`src/rtl/core_pkg.sv`:
```
// Shared core definitions: NOP encoding and the fetch-unit state type.
package core_pkg;

    // addi x0,x0,0 with the implicit 2'b11 low bits stripped
    localparam logic [31:2] NOP_INSTR = 30'h0000_0004;

    typedef enum logic [1:0] {
        BOOT,
        FETCH,
        EXEC
    } ifu_state_t;

endpackage

```
`src/rtl/ifu_if.sv`:
```
// Instruction memory request/ack bus between the fetch unit and imem.
interface ifu_if #(
    parameter int unsigned XLEN = 32
) ();
    logic            imem_req;
    logic [XLEN-1:0] imem_addr;
    logic            imem_ack;
    logic [31:0]     imem_rdata;

    modport master (
        output imem_req,
        output imem_addr,
        input  imem_ack,
        input  imem_rdata
    );

    modport slave (
        input  imem_req,
        input  imem_addr,
        output imem_ack,
        output imem_rdata
    );
endinterface

```
`src/rtl/ifu.sv`:
```
// Instruction fetch unit: owns the PC, fetches over req/ack, presents
// instr/curr_pc/inc_pc to execute and inserts NOP bubbles on memory waits.
module ifu
    import core_pkg::*;
#(
    parameter int unsigned     XLEN         = 32,
    parameter logic [XLEN-1:0] RESET_VECTOR = '0
) (
    input  logic            clk,
    input  logic            rst_n,
    input  logic            stall,
    input  logic            je,
    input  logic [XLEN-1:0] ja,
    output logic [31:2]     instr,
    output logic [XLEN-1:0] curr_pc,
    output logic [XLEN-1:0] inc_pc,
    ifu_if.master           imem
);

    ifu_state_t      state_q, state_d;
    logic [XLEN-1:0] pc_q, pc_d;
    logic [31:2]     instr_q, instr_d;
    logic [XLEN-1:0] curr_pc_q, curr_pc_d;
    logic [XLEN-1:0] inc_pc_q, inc_pc_d;

    logic [XLEN-1:0] tgt;
    logic            redirect;
    logic            req;
    logic [XLEN-1:0] addr;
    logic [XLEN-1:0] addr_inc;

    // Low bits of the target and fetched word are architecturally ignored
    logic unused_bits;
    assign unused_bits = ^{ja[1:0], imem.imem_rdata[1:0]};

    // Request/address decode; depends combinationally on stall/je from execute
    always_comb begin
        tgt      = {ja[XLEN-1:2], 2'b00};
        redirect = (state_q == EXEC) && !stall && je;
        req      = (state_q == FETCH) || ((state_q == EXEC) && !stall);
        addr     = redirect ? tgt : pc_q;
        addr_inc = addr + XLEN'(4);
    end

    assign imem.imem_req  = req;
    assign imem.imem_addr = addr;

    // Next-state: in FETCH, addr equals pc_q and curr_pc/inc_pc already
    // reflect it, so FETCH and an unstalled EXEC share one update path.
    always_comb begin
        state_d   = state_q;
        pc_d      = pc_q;
        instr_d   = instr_q;
        curr_pc_d = curr_pc_q;
        inc_pc_d  = inc_pc_q;
        unique case (state_q)
            BOOT: begin
                state_d = FETCH;
            end
            FETCH, EXEC: begin
                if (req) begin
                    curr_pc_d = addr;
                    inc_pc_d  = addr_inc;
                    if (imem.imem_ack) begin
                        instr_d = imem.imem_rdata[31:2];
                        pc_d    = addr_inc;
                        state_d = EXEC;
                    end else begin
                        instr_d = NOP_INSTR;
                        pc_d    = addr;
                        state_d = FETCH;
                    end
                end
            end
            default: begin
                state_d = BOOT;
            end
        endcase
    end

    // State and output registers
    always_ff @(posedge clk or negedge rst_n) begin
        if (!rst_n) begin
            state_q   <= BOOT;
            pc_q      <= RESET_VECTOR;
            instr_q   <= NOP_INSTR;
            curr_pc_q <= RESET_VECTOR;
            inc_pc_q  <= RESET_VECTOR + XLEN'(4);
        end else begin
            state_q   <= state_d;
            pc_q      <= pc_d;
            instr_q   <= instr_d;
            curr_pc_q <= curr_pc_d;
            inc_pc_q  <= inc_pc_d;
        end
    end

    assign instr   = instr_q;
    assign curr_pc = curr_pc_q;
    assign inc_pc  = inc_pc_q;

endmodule

```
`src/flat_wrapper.sv`:
```
// flat-port wrapper written by rule: the top's interface ports become plain ports
module ifu_flat import core_pkg::*;
#(
    parameter int unsigned     XLEN         = 32,
    parameter logic [XLEN-1:0] RESET_VECTOR = '0
)
  (clk, rst_n, stall, je, ja, instr, curr_pc, inc_pc, imem_imem_req, imem_imem_addr, imem_imem_ack, imem_imem_rdata);
  ifu_if #(.XLEN(XLEN)) imem_i ();
  input  logic clk;
  input  logic rst_n;
  input  logic stall;
  input  logic je;
  input  logic [XLEN-1:0] ja;
  output logic [31:2] instr;
  output logic [XLEN-1:0] curr_pc;
  output logic [XLEN-1:0] inc_pc;
  output wire logic [$bits(imem_i.imem_req)-1:0] imem_imem_req;
  output wire logic [$bits(imem_i.imem_addr)-1:0] imem_imem_addr;
  input wire logic [$bits(imem_i.imem_ack)-1:0] imem_imem_ack;
  input wire logic [$bits(imem_i.imem_rdata)-1:0] imem_imem_rdata;
  assign imem_imem_req = imem_i.imem_req;
  assign imem_imem_addr = imem_i.imem_addr;
  assign imem_i.imem_ack = imem_imem_ack;
  assign imem_i.imem_rdata = imem_imem_rdata;
  ifu #(.XLEN(XLEN), .RESET_VECTOR(RESET_VECTOR)) u_core (.clk(clk), .rst_n(rst_n), .stall(stall), .je(je), .ja(ja), .instr(instr), .curr_pc(curr_pc), .inc_pc(inc_pc), .imem(imem_i));
endmodule
```
`config.mk`:
```
export PLATFORM = sky130hd
export DESIGN_NAME = ifu_flat
export DESIGN_NICKNAME = d
export VERILOG_FILES = /design/src/rtl/core_pkg.sv /design/src/rtl/ifu_if.sv /design/src/rtl/ifu.sv /design/src/flat_wrapper.sv
export SDC_FILE = /design/constraint.sdc
export NUM_CORES = 1
export LEC_CHECK = 0
export CAP_MARGIN = 20
export CORE_AREA = 3 3 123 125
export DETAILED_ROUTE_END_ITERATION = 10
export DIE_AREA = 0 0 126 128
export PLACE_DENSITY = 0.79
export SLEW_MARGIN = 10
export SYNTH_ARGS = -nofsm -noshare
export SYNTH_HDL_FRONTEND = slang
export SYNTH_SLANG_ARGS = --single-unit
```
`constraint.sdc`:
```
create_clock -name clk -period 4.35 [get_ports clk]
set_input_delay 1.0875 -clock clk [delete_from_list [all_inputs] [get_ports clk]]
set_output_delay 1.0875 -clock clk [all_outputs]
set_load 0.02 [all_outputs]
```
After elaboration in Yosys (flattened, before gate mapping) --
Cells that the tools add are included.
Storage, ports and cells: bits in registers 128, bits of input ports 69, output and inout port bits 127, logic and storage cells 22
Cells by class: add/subtract/negate cells 1, equality and inequality tests 3, muxes and demuxes 6, reduce and logical (&&, ||, !) cells 7
Operators with widths (number):
- $mux W32 | 2
- $add A32 B3 Y32 const B | 1
- $mux W30 | 1
- $mux W2 | 2
- $pmux W2 S2 | 1
- $eq A2 B1 Y1 const B | 1
- $eq A2 B2 Y1 const B | 1
- $logic_and A1 B1 Y1 | 2
- $logic_not A2 Y1 | 1
- $ne A2 B2 Y1 const B | 1
- $reduce_and A2 Y1 | 1
- $reduce_or A2 Y1 | 1
- $logic_not A1 Y1 | 1
- $logic_or A1 B1 Y1 | 1

Logic depth before layout (Yosys ltp) --
Gate-level depths: netlist of run 1.
word-level depth 6, gate-level depth with buffers 15, gate-level depth less buffers 11

Least setup slack after synthesis of run 1 --
Ideal clock, no wire load.
kind input to register, start point input port stall, end point register u_core.pc_q[30], library setup time 0.071 ns, arrival 3.848 ns, path slack 0.431 ns, stages on the path 13, cells stage by stage and3b_1 -> buf_6 -> buf_6 -> buf_6 -> buf_4 -> mux2i_1 -> inv_1 -> ha_1 -> nand4_1 -> nor4_2 -> o22ai_1 -> or4_1 -> nand4_1
On the way: cells in the longest elaborated chain, start to end 6, elaborated cells between the ends (all ways) 8, classes of those cells add/sub: 1; mux: 2; reduce/logical: 5
RTL lines:
- from (decl) | line flat_wrapper.sv:11 | input logic stall;
- $logic_not A1 Y1 | line ifu.sv:39 | redirect = (state_q == EXEC) && !stall && je;
- $logic_and A1 B1 Y1 (2 in series) | line ifu.sv:39
- $mux W32 | line ifu.sv:41 | addr = redirect ? tgt : pc_q;
- named net imem_imem_addr[2] | line flat_wrapper.sv:18 | output wire logic [$bits(imem_i.imem_addr)-1:0] imem_imem_addr;
- $add A32 B3 Y32 | line ifu.sv:42 | addr_inc = addr + XLEN'(4);
- $mux W32 | line ifu.sv:64 | if (imem.imem_ack) begin
- to (signal assigned) | line ifu.sv:91 | pc_q <= pc_d;
- to (decl) | line ifu.sv:21 | logic [XLEN-1:0] pc_q, pc_d;
The timed path passes the listed nets, and every way through them passes these cells. A chain may end at the register's enable or synchronous reset.

Worst setup path in the final report of run 1 --
start point input port stall, end point output port imem_imem_addr[27]
On the way: cells in the longest elaborated chain, start to end 4
RTL lines (line):
- $logic_not A1 Y1 | ifu.sv:39
- $logic_and A1 B1 Y1 (2 in series) | ifu.sv:39
- $mux W32 | ifu.sv:41
- to (decl) | flat_wrapper.sv:18
No other way between the ends.

==> results of run 1 <==
[metal layers]
layer / track usage / wire length [um]
met1: 0.328 / 8440
met2: 0.406 / 9890
met3: 0.0554 / 1430
met4: 0.104 / 507
met5: 0 / 0
[synthesized netlist by cell type (6+ instances only)]
library cell / instances / area share
sky130_fd_sc_hd__a21o_1: 8 / 0.0089
sky130_fd_sc_hd__a21oi_1: 8 / 0.0060
sky130_fd_sc_hd__a22oi_1: 10 / 0.011
sky130_fd_sc_hd__and2_1: 8 / 0.0074
sky130_fd_sc_hd__and3_1: 10 / 0.0093
sky130_fd_sc_hd__buf_1: 6 / 0.0034
sky130_fd_sc_hd__buf_4: 7 / 0.0078
sky130_fd_sc_hd__clkbuf_1: 28 / 0.016
sky130_fd_sc_hd__dfrtp_1: 122 / 0.45
sky130_fd_sc_hd__inv_1: 32 / 0.018
sky130_fd_sc_hd__mux2_2: 6 / 0.010
sky130_fd_sc_hd__mux2i_1: 28 / 0.042
sky130_fd_sc_hd__nand2_1: 178 / 0.099
sky130_fd_sc_hd__nand3_1: 56 / 0.042
sky130_fd_sc_hd__nand4_1: 16 / 0.015
sky130_fd_sc_hd__nor2_1: 14 / 0.0078
sky130_fd_sc_hd__nor3_1: 14 / 0.010
sky130_fd_sc_hd__o211ai_1: 12 / 0.013
sky130_fd_sc_hd__o21ai_0: 58 / 0.043
sky130_fd_sc_hd__or4_1: 15 / 0.017
sky130_fd_sc_hd__xnor2_1: 26 / 0.034
[power by group through the flow]
stage | combinational, mW | clock, mW | sequential (mW)
5_1_grt | 3.78 | 1.70 | 2.03
3_3_place_gp | 3.44 | 0 | 1.97
3_5_place_dp | 3.50 | 0 | 1.98
6_report | 3.50 | 1.62 | 1.97
2_1_floorplan | 1.53 | 0 | 2.33
4_1_cts | 3.52 | 1.64 | 1.97
[flip-flops by register name, indices dropped and copies added (netlist names)]
signal,count
u_core.state_q,2
u_core.pc_q,30
u_core.instr,30
u_core.inc_pc,32
u_core.curr_pc,30
[critical path, stage by stage]
cell and delay (ns):
sky130_fd_sc_hd__clkdlybuf4s50_1 0.52, sky130_fd_sc_hd__and3b_2 0.26, sky130_fd_sc_hd__buf_4 0.19, sky130_fd_sc_hd__a21boi_0 0.34, sky130_fd_sc_hd__inv_1 0.13, sky130_fd_sc_hd__clkdlybuf4s50_1 0.58
[cells by family (layout without fill, tap and decap cells)]
group	after synthesis	in the layout	synth area share
compound gates	144	144	0.140
xor+xnor	29	29	0.0378
fa+ha+maj	5	5	0.00931
buf+inv	80	301	0.0527
flops	124	124	0.462
mux	35	35	0.0551
simple gates	337	337	0.243
[placed cells by master (no fill, tap or decap), types with 12 or more instances in the layout]
cell and n:
sky130_fd_sc_hd__buf_4 44, sky130_fd_sc_hd__clkbuf_16 17, sky130_fd_sc_hd__clkdlybuf4s50_1 189, sky130_fd_sc_hd__dfrtp_1 122
sky130_fd_sc_hd__inv_1 32, sky130_fd_sc_hd__mux2i_1 28, sky130_fd_sc_hd__nand2_1 178, sky130_fd_sc_hd__nand3_1 56
sky130_fd_sc_hd__nand4_1 16, sky130_fd_sc_hd__nor2_1 14, sky130_fd_sc_hd__nor3_1 14, sky130_fd_sc_hd__o211ai_1 12
sky130_fd_sc_hd__o21ai_0 58, sky130_fd_sc_hd__or4_1 15, sky130_fd_sc_hd__xnor2_1 26
[how the worst min path moves through the flow]
stage	from	endpoint	slack, ns	cells past startpoint
after global placement	u_core.inc_pc[2]	u_core.inc_pc[2]	0.45	2
after CTS	u_core.instr[23]	u_core.instr[23]	0.47	2
final	u_core.instr[26]	u_core.instr[26]	0.46	2
after detailed placement	u_core.instr[23]	u_core.instr[23]	0.45	2
after floorplan	u_core.pc_q[30]	u_core.pc_q[30]	0.47	2
after global routing	u_core.instr[6]	u_core.instr[6]	0.49	2
[final cells by class]
cell class / instances / area, sq um / area share
clock buffers: 21 / 460 / 0.0475
inverters: 32 / 120 / 0.0124
clock inverters: 11 / 214 / 0.0221
multi-input cells: 550 / 3270 / 0.338
flip-flops and latches: 124 / 3110 / 0.321
well taps: 180 / 225 / 0.0232
repair buffers: 237 / 2290 / 0.236
[through the flow]
stage	instances	area, sq um
4_1_cts	1155	9690
2_1_floorplan	754	6720
3_3_place_gp	1123	9010
3_5_place_dp	1123	9010
5_1_grt	1155	9690
6_report	1155	9690
==> results.sh, run 1 <==
export IMPL_crit_path_to="imem_imem_addr[27]"
export IMPL_globalRouteTotalUtil=0.251
export IMPL_outcome="finished, final reports clean"
export IMPL_initial_antenna_violation_count=0
export IMPL_clk_transition_reported_paths_ns=0.05
export IMPL_rsz0062_at_grt="false"
export IMPL_finish_net_count=1036
export IMPL_cts_tree="done"
export IMPL_min_period_ns=4.20
export IMPL_cts_buffer_depth=2
export IMPL_route_vias_total=6472
export IMPL_postRouteWirelength_mm=20.3
export IMPL_crit_type="primary input to primary output"
export IMPL_fin_tns_setup_ns=0
export IMPL_timing_final_hold_violations=0
export IMPL_floorplan_rows=43
export IMPL_post_syn_area_per_cell_sq_um=8.91
export IMPL_syn_area_sq_um=6720
export IMPL_hold_ws_ns=0.461
export IMPL_port_buffer_count=191
export IMPL_vias_in_the_first_global_route=6261
export IMPL_die_y_um=128
export IMPL_cts_made_buffers=17
export IMPL_worstSetupStartpointType="primary input"
export IMPL_post_detailed_route_drc_marker_count=0
export IMPL_rr_startpoint="u_core.state_q[0]"
export IMPL_worst_setup_path_startpoint="stall"
export IMPL_post_cts_resize_count=0
export IMPL_top_level_ports=196
export IMPL_powerDensity_nw_per_um2=732
export IMPL_relSlewSlack=0.412
export IMPL_gp_weighted_congestion=0.898
export IMPL_max_cap_violations=0
export IMPL_hold_path_class="flip-flop to flip-flop"
export IMPL_fillCellCount=1084
export IMPL_drive_gt1_frac=0.103
export IMPL_switching_share=0.397
export IMPL_max_freq_mhz=238
export IMPL_ys_ff_latch=124
export IMPL_internal_power_mw=4.28
export IMPL_wire_length_of_the_first_global_routing_pass_mm=32.4
export IMPL_post_route_util=0.692
export IMPL_worst_ir_drop_vdd_uv=539
export IMPL_post_drt_wl_per_cell_um=17.6
export IMPL_finalMaxSlewViolations=0
export IMPL_floorplan_die_area_sq_um=16100
export IMPL_clk_insertion_delay_late_ns=0.41
export IMPL_post_layout_total_power_mw=7.09
export IMPL_synth_top_flop_cell="sky130_fd_sc_hd__dfrtp_1"
export IMPL_endpoints_failing_setup=0
export IMPL_synth_edff_count=0
export IMPL_area_delta_synth_final_pct=44.1
export IMPL_htreeDepth=4
export IMPL_initial_core_utilization=0.480
export IMPL_first_pass_iters=5
export IMPL_timing_clock_skew_ns=0.00606
export IMPL_drt_antenna_violating_nets=0
export IMPL_worstMarginPinSlew_ns=0.882
export IMPL_reg2reg_to="u_core.pc_q[28]"
export IMPL_synth_yosys_seq_area_share=0.462
export IMPL_detailedPlacementHpwl_mm=14.8
export IMPL_synth_cell_types=62
export IMPL_detail_route_iter0_violations=622
export IMPL_grt_max_degree=94
export IMPL_syn_instance_count=754
export IMPL_place_ws_ns=0.129
export IMPL_critical_path_arrival_ns=3.11
export IMPL_core_area_sq_um=14000
export IMPL_setup_slack_ns=0.148
export IMPL_timing_reg2reg_setup_slack_ns=0.89
export IMPL_cts_hold_repair_buffers=0
export IMPL_p_clk_frac=0.228
export IMPL_floorplan_die_width_um=126
export IMPL_cts_repair_timing_setup_buffer_count=0
export IMPL_synth_async_reset_ratio=1.00
export IMPL_number_of_warning_messages_in_the_yosys_log=0
export IMPL_antennaDiodeCount=0
export IMPL_final_min_period_over_clock_period=0.966
export IMPL_sequentialPowerShare=0.278
export IMPL_worstPathRequired_ns=3.26
export IMPL_cts_root_buffer_cell="sky130_fd_sc_hd__clkbuf_16"
export IMPL_total_switching_power_mw=2.81
export IMPL_cts_sinks=124
export IMPL_leakagePower_nw=4.30
export IMPL_grt_overflow=0
export IMPL_worstSetupEndpointType="primary output"
export IMPL_drt_vias_per_instance=5.60
export IMPL_crit_fanout=11
export IMPL_postSynthNetCount=828
export IMPL_power_share_combinational=0.494
export IMPL_rr_worst_depth=12
Note: power is estimated with default switching activity, not from simulation.
==> run 2, diff against run 1 <==
SETUP_SLACK_MARGIN = 0.4   (was unset)
==> run 2 against run 1 <==
  * Combinational power down 2%
  * Global-route usage hardly changed
  * First-iteration DRC count down 4.3%
  * Routed wire length rose by 0.44%
  * Sequential power is essentially flat
==> results.sh, run 2 (synthesized netlist as in run 1, its figures left out) <==
export IMPL_post_detailed_route_drc_marker_count=0
export IMPL_drt_antenna_violating_nets=0
export IMPL_dpl_instance_area_sq_um=9010
export IMPL_area_delta_synth_final_pct=44.6
export IMPL_cts_buffer_depth=2
export IMPL_mostFrequentLayoutCell="sky130_fd_sc_hd__nand2_1"
export IMPL_crit_fanout=10
export IMPL_timing_final_hold_violations=0
export IMPL_post_drt_wl_per_cell_um=17.6
export IMPL_drt_vias_per_instance=5.67
export IMPL_floorplan_die_width_um=126
export IMPL_finish_net_count=1037
export IMPL_hold_path_class="flip-flop to flip-flop"
export IMPL_drive_gt1_frac=0.112
export IMPL_cts_tree="done"
export IMPL_rsz0062_at_grt="true"
export IMPL_wire_length_of_the_first_global_routing_pass_mm=32.5
export IMPL_final_cell_area_sq_um=9710
export IMPL_cts_root_buffer_cell="sky130_fd_sc_hd__clkbuf_16"
export IMPL_worstSetupStartpointType="primary input"
export IMPL_htreeDepth=4
export IMPL_crit_type="primary input to primary output"
export IMPL_relSlewSlack=0.407
export IMPL_min_period_ns=3.92
export IMPL_clk_transition_reported_paths_ns=0.05
export IMPL_max_freq_mhz=255
export IMPL_detail_route_iter0_violations=595
export IMPL_worstPathRequired_ns=3.26
export IMPL_initial_core_utilization=0.480
export IMPL_cts_hold_repair_buffers=0
export IMPL_finalMaxSlewViolations=0
export IMPL_floorplan_rows=43
export IMPL_final_min_period_over_clock_period=0.900
export IMPL_globalRouteTotalUtil=0.251
export IMPL_port_buffer_count=191
export IMPL_route_vias_total=6553
export IMPL_worstSetupEndpointType="primary output"
export IMPL_core_area_sq_um=14000
export IMPL_fin_tns_setup_ns=0
export IMPL_vias_in_the_first_global_route=6263
export IMPL_outcome="finished, final reports clean"
export IMPL_most_frequent_cells_in_the_layout="178 x sky130_fd_sc_hd__nand2_1, 162 x sky130_fd_sc_hd__clkdlybuf4s50_1, 122 x sky130_fd_sc_hd__dfrtp_1"
export IMPL_floorplan_die_area_sq_um=16100
export IMPL_die_y_um=128
export IMPL_timing_clock_skew_ns=0.00671
export IMPL_leakagePower_nw=4.41
export IMPL_max_cap_violations=0
export IMPL_worstMarginPinSlew_ns=0.890
export IMPL_antennaDiodeCount=0
export IMPL_critical_path_arrival_ns=2.83
export IMPL_clk_insertion_delay_late_ns=0.42
export IMPL_cts_sinks=124
export IMPL_worst_ir_drop_vdd_uv=522
export IMPL_initial_antenna_violation_count=0
export IMPL_timing_reg2reg_setup_slack_ns=1.08
export IMPL_grt_overflow=0
export IMPL_hold_ws_ns=0.461
export IMPL_first_pass_iters=5
export IMPL_cts_made_buffers=17
export IMPL_largest_reg_flops=32
export IMPL_post_layout_total_power_mw=7.03
export IMPL_grt_max_degree=94
export IMPL_top_level_ports=196
export IMPL_postRouteWirelength_mm=20.4
export IMPL_detailedPlacementHpwl_mm=14.8
export IMPL_endpoints_failing_setup=0
export IMPL_gp_weighted_congestion=0.898
export IMPL_powerDensity_nw_per_um2=724
-- run 2: changes by cell type in the layout (fill, tap and decap cells not counted), sizes merged --
cell	change
clkdlybuf4s50	-27
dlygate4sd2	+24
dlymetal6s2s	+3
buf	+1
-- run 2: where the power goes --
part	switching, mW	leakage, nW	internal [mW]	total (mW)
Sequential	0.333	1.61	1.64	1.98
Clock	0.515	0.323	1.10	1.62
Combinational	1.97	2.48	1.47	3.44
Total	2.82	4.41	4.21	7.03
-- run 2: worst max-delay path, stage by stage --
cell and delay (ns):
sky130_fd_sc_hd__clkdlybuf4s50_1 0.47, sky130_fd_sc_hd__buf_4 0.13, sky130_fd_sc_hd__nand3b_4 0.18, sky130_fd_sc_hd__a21oi_1 0.32
sky130_fd_sc_hd__inv_1 0.07, sky130_fd_sc_hd__clkdlybuf4s50_1 0.56
-- run 2: path summary, 6_finish.rpt --
check,cells after the start,from,end
hold / removal,2,u_core.instr[26],u_core.instr[26]
setup reg to reg,13,u_core.state_q[0],u_core.inc_pc[18]
hold reg to reg,2,u_core.instr[26],u_core.instr[26]
max in group asynchronous,2,rst_n,u_core.instr[4]
min in group asynchronous,1,rst_n,u_core.curr_pc[12]
setup / recovery,6,je,imem_imem_addr[18]
-- run 2: stage by stage --
stage / setup WS, ns / std cells / util
floorplan: 0.431 / 754 / -
global placement: 0.181 / 1123 / 0.644
detailed placement: 0.129 / 1123 / 0.644
CTS: 0.265 / 1155 / 0.691
global route: 0.378 / 1156 / 0.694
finish: 0.435 / 1156 / 0.694
-- run 2: layout make-up --
cell class	count	area [sq um]
fill	1085	4270
multi-input combinational	550	3320
sequential	124	3110
timing repair buffer	238	2270
clock buffer	21	460
tap	180	225
clock inverter	11	214
inverter	32	120
-- run 2: repair_timing --
action                     CTS  global route
hold endpoints to repair     0             0
gates resized for setup     27            12
buffers inserted             0             1
setup endpoints to repair   26            17
-- run 2: per-layer routing --
metal	GRT usage	vias up	share of wire
met5	0	-	0
met4	0.104	0	0.028
met3	0.0567	51	0.074
met2	0.405	290	0.48
met1	0.330	3131	0.41
li1	-	3081	-
==> run 3, diff against run 2 <==
PLACE_DENSITY = 0.84   (was 0.79)
==> run 3 against run 2 <==
  * Cell count did not move
  * Hold slack gained 0.0023 ns
  * Clock-buffer cell count fell by 1
  * Final area shrank 0.66%
  * Global-route usage rose by 0.25 points
  * Register-to-register slack got worse by 0.17 ns
  * Highest routed layer unchanged
  * Largest power group unchanged
  * Combinational power about the same
  * Flip-flop and latch count stayed put
  * Sequential share of layout area increased by 0.21 points
  * Critical path depth unchanged
  * Maximum frequency increased by 6.0%
==> results.sh, run 3 (synthesized netlist as in run 1, its figures left out) <==
export IMPL_worst_ir_drop_vdd_uv=420
export IMPL_timing_final_hold_violations=0
export IMPL_final_min_period_over_clock_period=0.849
export IMPL_total_switching_power_mw=2.84
export IMPL_drt_vias_per_instance=5.67
export IMPL_max_cap_violations=0
export IMPL_grt_max_degree=84
export IMPL_mostFrequentLayoutCell="sky130_fd_sc_hd__nand2_1"
export IMPL_detail_route_iter0_violations=628
export IMPL_hold_path_class="flip-flop to flip-flop"
export IMPL_clk_transition_reported_paths_ns=0.05
export IMPL_powerDensity_nw_per_um2=702
export IMPL_globalRouteTotalUtil=0.254
export IMPL_min_period_ns=3.69
export IMPL_antennaDiodeCount=0
export IMPL_outcome="finished, final reports clean"
export IMPL_htreeDepth=4
export IMPL_grt_overflow=0
export IMPL_initial_antenna_violation_count=0
export IMPL_worst_setup_path_startpoint="je"
export IMPL_clk_insertion_delay_late_ns=0.43
export IMPL_finalMaxSlewViolations=0
export IMPL_critical_path_slowest_cell="sky130_fd_sc_hd__mux2_2"
export IMPL_area_delta_synth_final_pct=43.6
export IMPL_core_area_sq_um=14000
export IMPL_route_vias_total=6551
export IMPL_floorplan_die_width_um=126
export IMPL_sequentialPowerShare=0.293
export IMPL_rsz0062_at_grt="false"
export IMPL_cts_hold_repair_buffers=0
export IMPL_wire_length_of_the_first_global_routing_pass_mm=32.4
export IMPL_timing_hold_worst_start="u_core.inc_pc[2]"
export IMPL_cts_made_buffers=17
export IMPL_switching_share=0.419
export IMPL_cts_tree="done"
export IMPL_cts_sinks=124
export IMPL_critical_path_arrival_ns=2.61
export IMPL_rr_worst_depth=12
export IMPL_endpoints_failing_setup=0
export IMPL_detailedPlacementHpwl_mm=14.8
export IMPL_relSlewSlack=0.401
export IMPL_timing_reg2reg_setup_slack_ns=0.91
export IMPL_drt_antenna_violating_nets=0
export IMPL_leakagePower_nw=4.42
export IMPL_worstSetupEndpointType="primary output"
export IMPL_gp_weighted_congestion=0.930
export IMPL_timing_critical_path_buf_inv=4
export IMPL_drive_gt1_frac=0.117
export IMPL_largest_delay_contributor_family_on_the_critical_path="buffers and inverters"
export IMPL_power_share_combinational=0.512
export IMPL_min_path_cells=2
export IMPL_die_y_um=128
export IMPL_p_clk_frac=0.196
export IMPL_floorplan_die_area_sq_um=16100
export IMPL_final_cells=1156
export IMPL_top_level_ports=196
export IMPL_cp_cell_sequence="dlymetal6s2s_1 -> and3b_2 -> buf_4 -> buf_6 -> mux2_2 -> dlygate4sd2_1"
export IMPL_floorplan_rows=43
export IMPL_largest_reg_flops=32
export IMPL_cts_root_buffer_cell="sky130_fd_sc_hd__clkbuf_16"
export IMPL_post_detailed_route_drc_marker_count=0
export IMPL_worstSetupStartpointType="primary input"
export IMPL_critical_path_max_stage_delay_ns=0.39
export IMPL_crit_fanout=11
export IMPL_vias_in_the_first_global_route=6366
export IMPL_port_buffer_count=191
export IMPL_post_drt_wl_per_cell_um=17.7
export IMPL_worstPathRequired_ns=3.26
export IMPL_cts_buffer_depth=2
export IMPL_hold_end="u_core.inc_pc[2]"
export IMPL_initial_core_utilization=0.480
export IMPL_reg2reg_to="u_core.pc_q[24]"
export IMPL_worstMarginPinSlew_ns=0.899
export IMPL_postRouteWirelength_mm=20.5
export IMPL_rr_startpoint="u_core.state_q[0]"
export IMPL_finish_net_count=1037
export IMPL_crit_type="primary input to primary output"
export IMPL_timing_clock_skew_ns=0.00858
export IMPL_internal_power_mw=3.94
export IMPL_place_inst=1119
export IMPL_fin_tns_setup_ns=0
export IMPL_max_freq_mhz=271
export IMPL_most_frequent_cells_in_the_layout="178 x sky130_fd_sc_hd__nand2_1, 159 x sky130_fd_sc_hd__clkdlybuf4s50_1, 122 x sky130_fd_sc_hd__dfrtp_1"
export IMPL_first_pass_iters=6
==> run 3: worst min-delay path, cell delays in order (launching register included) <==
cell                      delay, ns
sky130_fd_sc_hd__dfstp_2       0.36
sky130_fd_sc_hd__nand2_1       0.05
sky130_fd_sc_hd__nand2_1       0.05
==> run 3: power by group through the flow <==
stage                     logic (mW)  registers (mW)  clock network (mW)
after floorplan                 1.53            2.33                   0
after global placement          3.46            1.96                   0
after detailed placement        3.53            1.98                   0
after CTS                       3.48            1.97                1.35
after global routing            3.76            2.04                1.41
final                           3.47            1.98                1.33
==> run 3: final cells by class <==
| cell class | instances | area (sq um) |
|---|---|---|
| Timing Repair Buffer | 238 | 2300 |
| Clock inverter | 12 | 96.3 |
| Clock buffer | 20 | 457 |
| Multi-Input combinational cell | 550 | 3340 |
| Sequential cell | 124 | 3110 |
| Inverter | 32 | 120 |
| Tap cell | 180 | 225 |
| Fill cell | 1109 | 4340 |
==> run 3: per-layer routing <==
metal / global-route usage / part of all wire / up-vias
met1: 0.314 / 0.40 / 3059
met4: 0.115 / 0.033 / 0
met3: 0.0708 / 0.078 / 58
met5: 0 / 0 / -
met2: 0.415 / 0.49 / 347
li1: - / - / 3087
==> run 3: worst max path at each step <==
stage / endpoint / slack, ns / cells past startpoint
6_report: imem_imem_addr[24] / 0.66 / 6
5_1_grt: imem_imem_addr[21] / 0.60 / 7
4_1_cts: imem_imem_addr[14] / 0.22 / 6
3_5_place_dp: u_core.inc_pc[30] / 0.004 / 11
3_3_place_gp: u_core.pc_q[30] / 0.09 / 11
2_1_floorplan: u_core.pc_q[30] / 0.43 / 13
==> run 3: what timing repair did <==
item | 4_1_cts | 5_1_grt
pin swaps | 0 | 1
endpoints found under the hold margin | 0 | 0
resized for setup | 33 | 18
setup buffers | 0 | 4
cloned | 1 | 0
endpoints found under the setup margin | 28 | 36
==> run 3: stage by stage <==
stage | hold slack (ns) | worst slack [ns] | util | instance area [sq um] | total power [mW]
2_1_floorplan | 0.468 | 0.431 | - | 6720 | 3.87
3_3_place_gp | 0.448 | 0.0871 | 0.643 | 8990 | 5.42
3_5_place_dp | 0.455 | 0.00354 | 0.643 | 8990 | 5.51
4_1_cts | 0.465 | 0.219 | 0.684 | 9560 | 6.80
5_1_grt | 0.489 | 0.604 | 0.690 | 9650 | 7.21
6_report | 0.463 | 0.656 | 0.690 | 9650 | 6.77
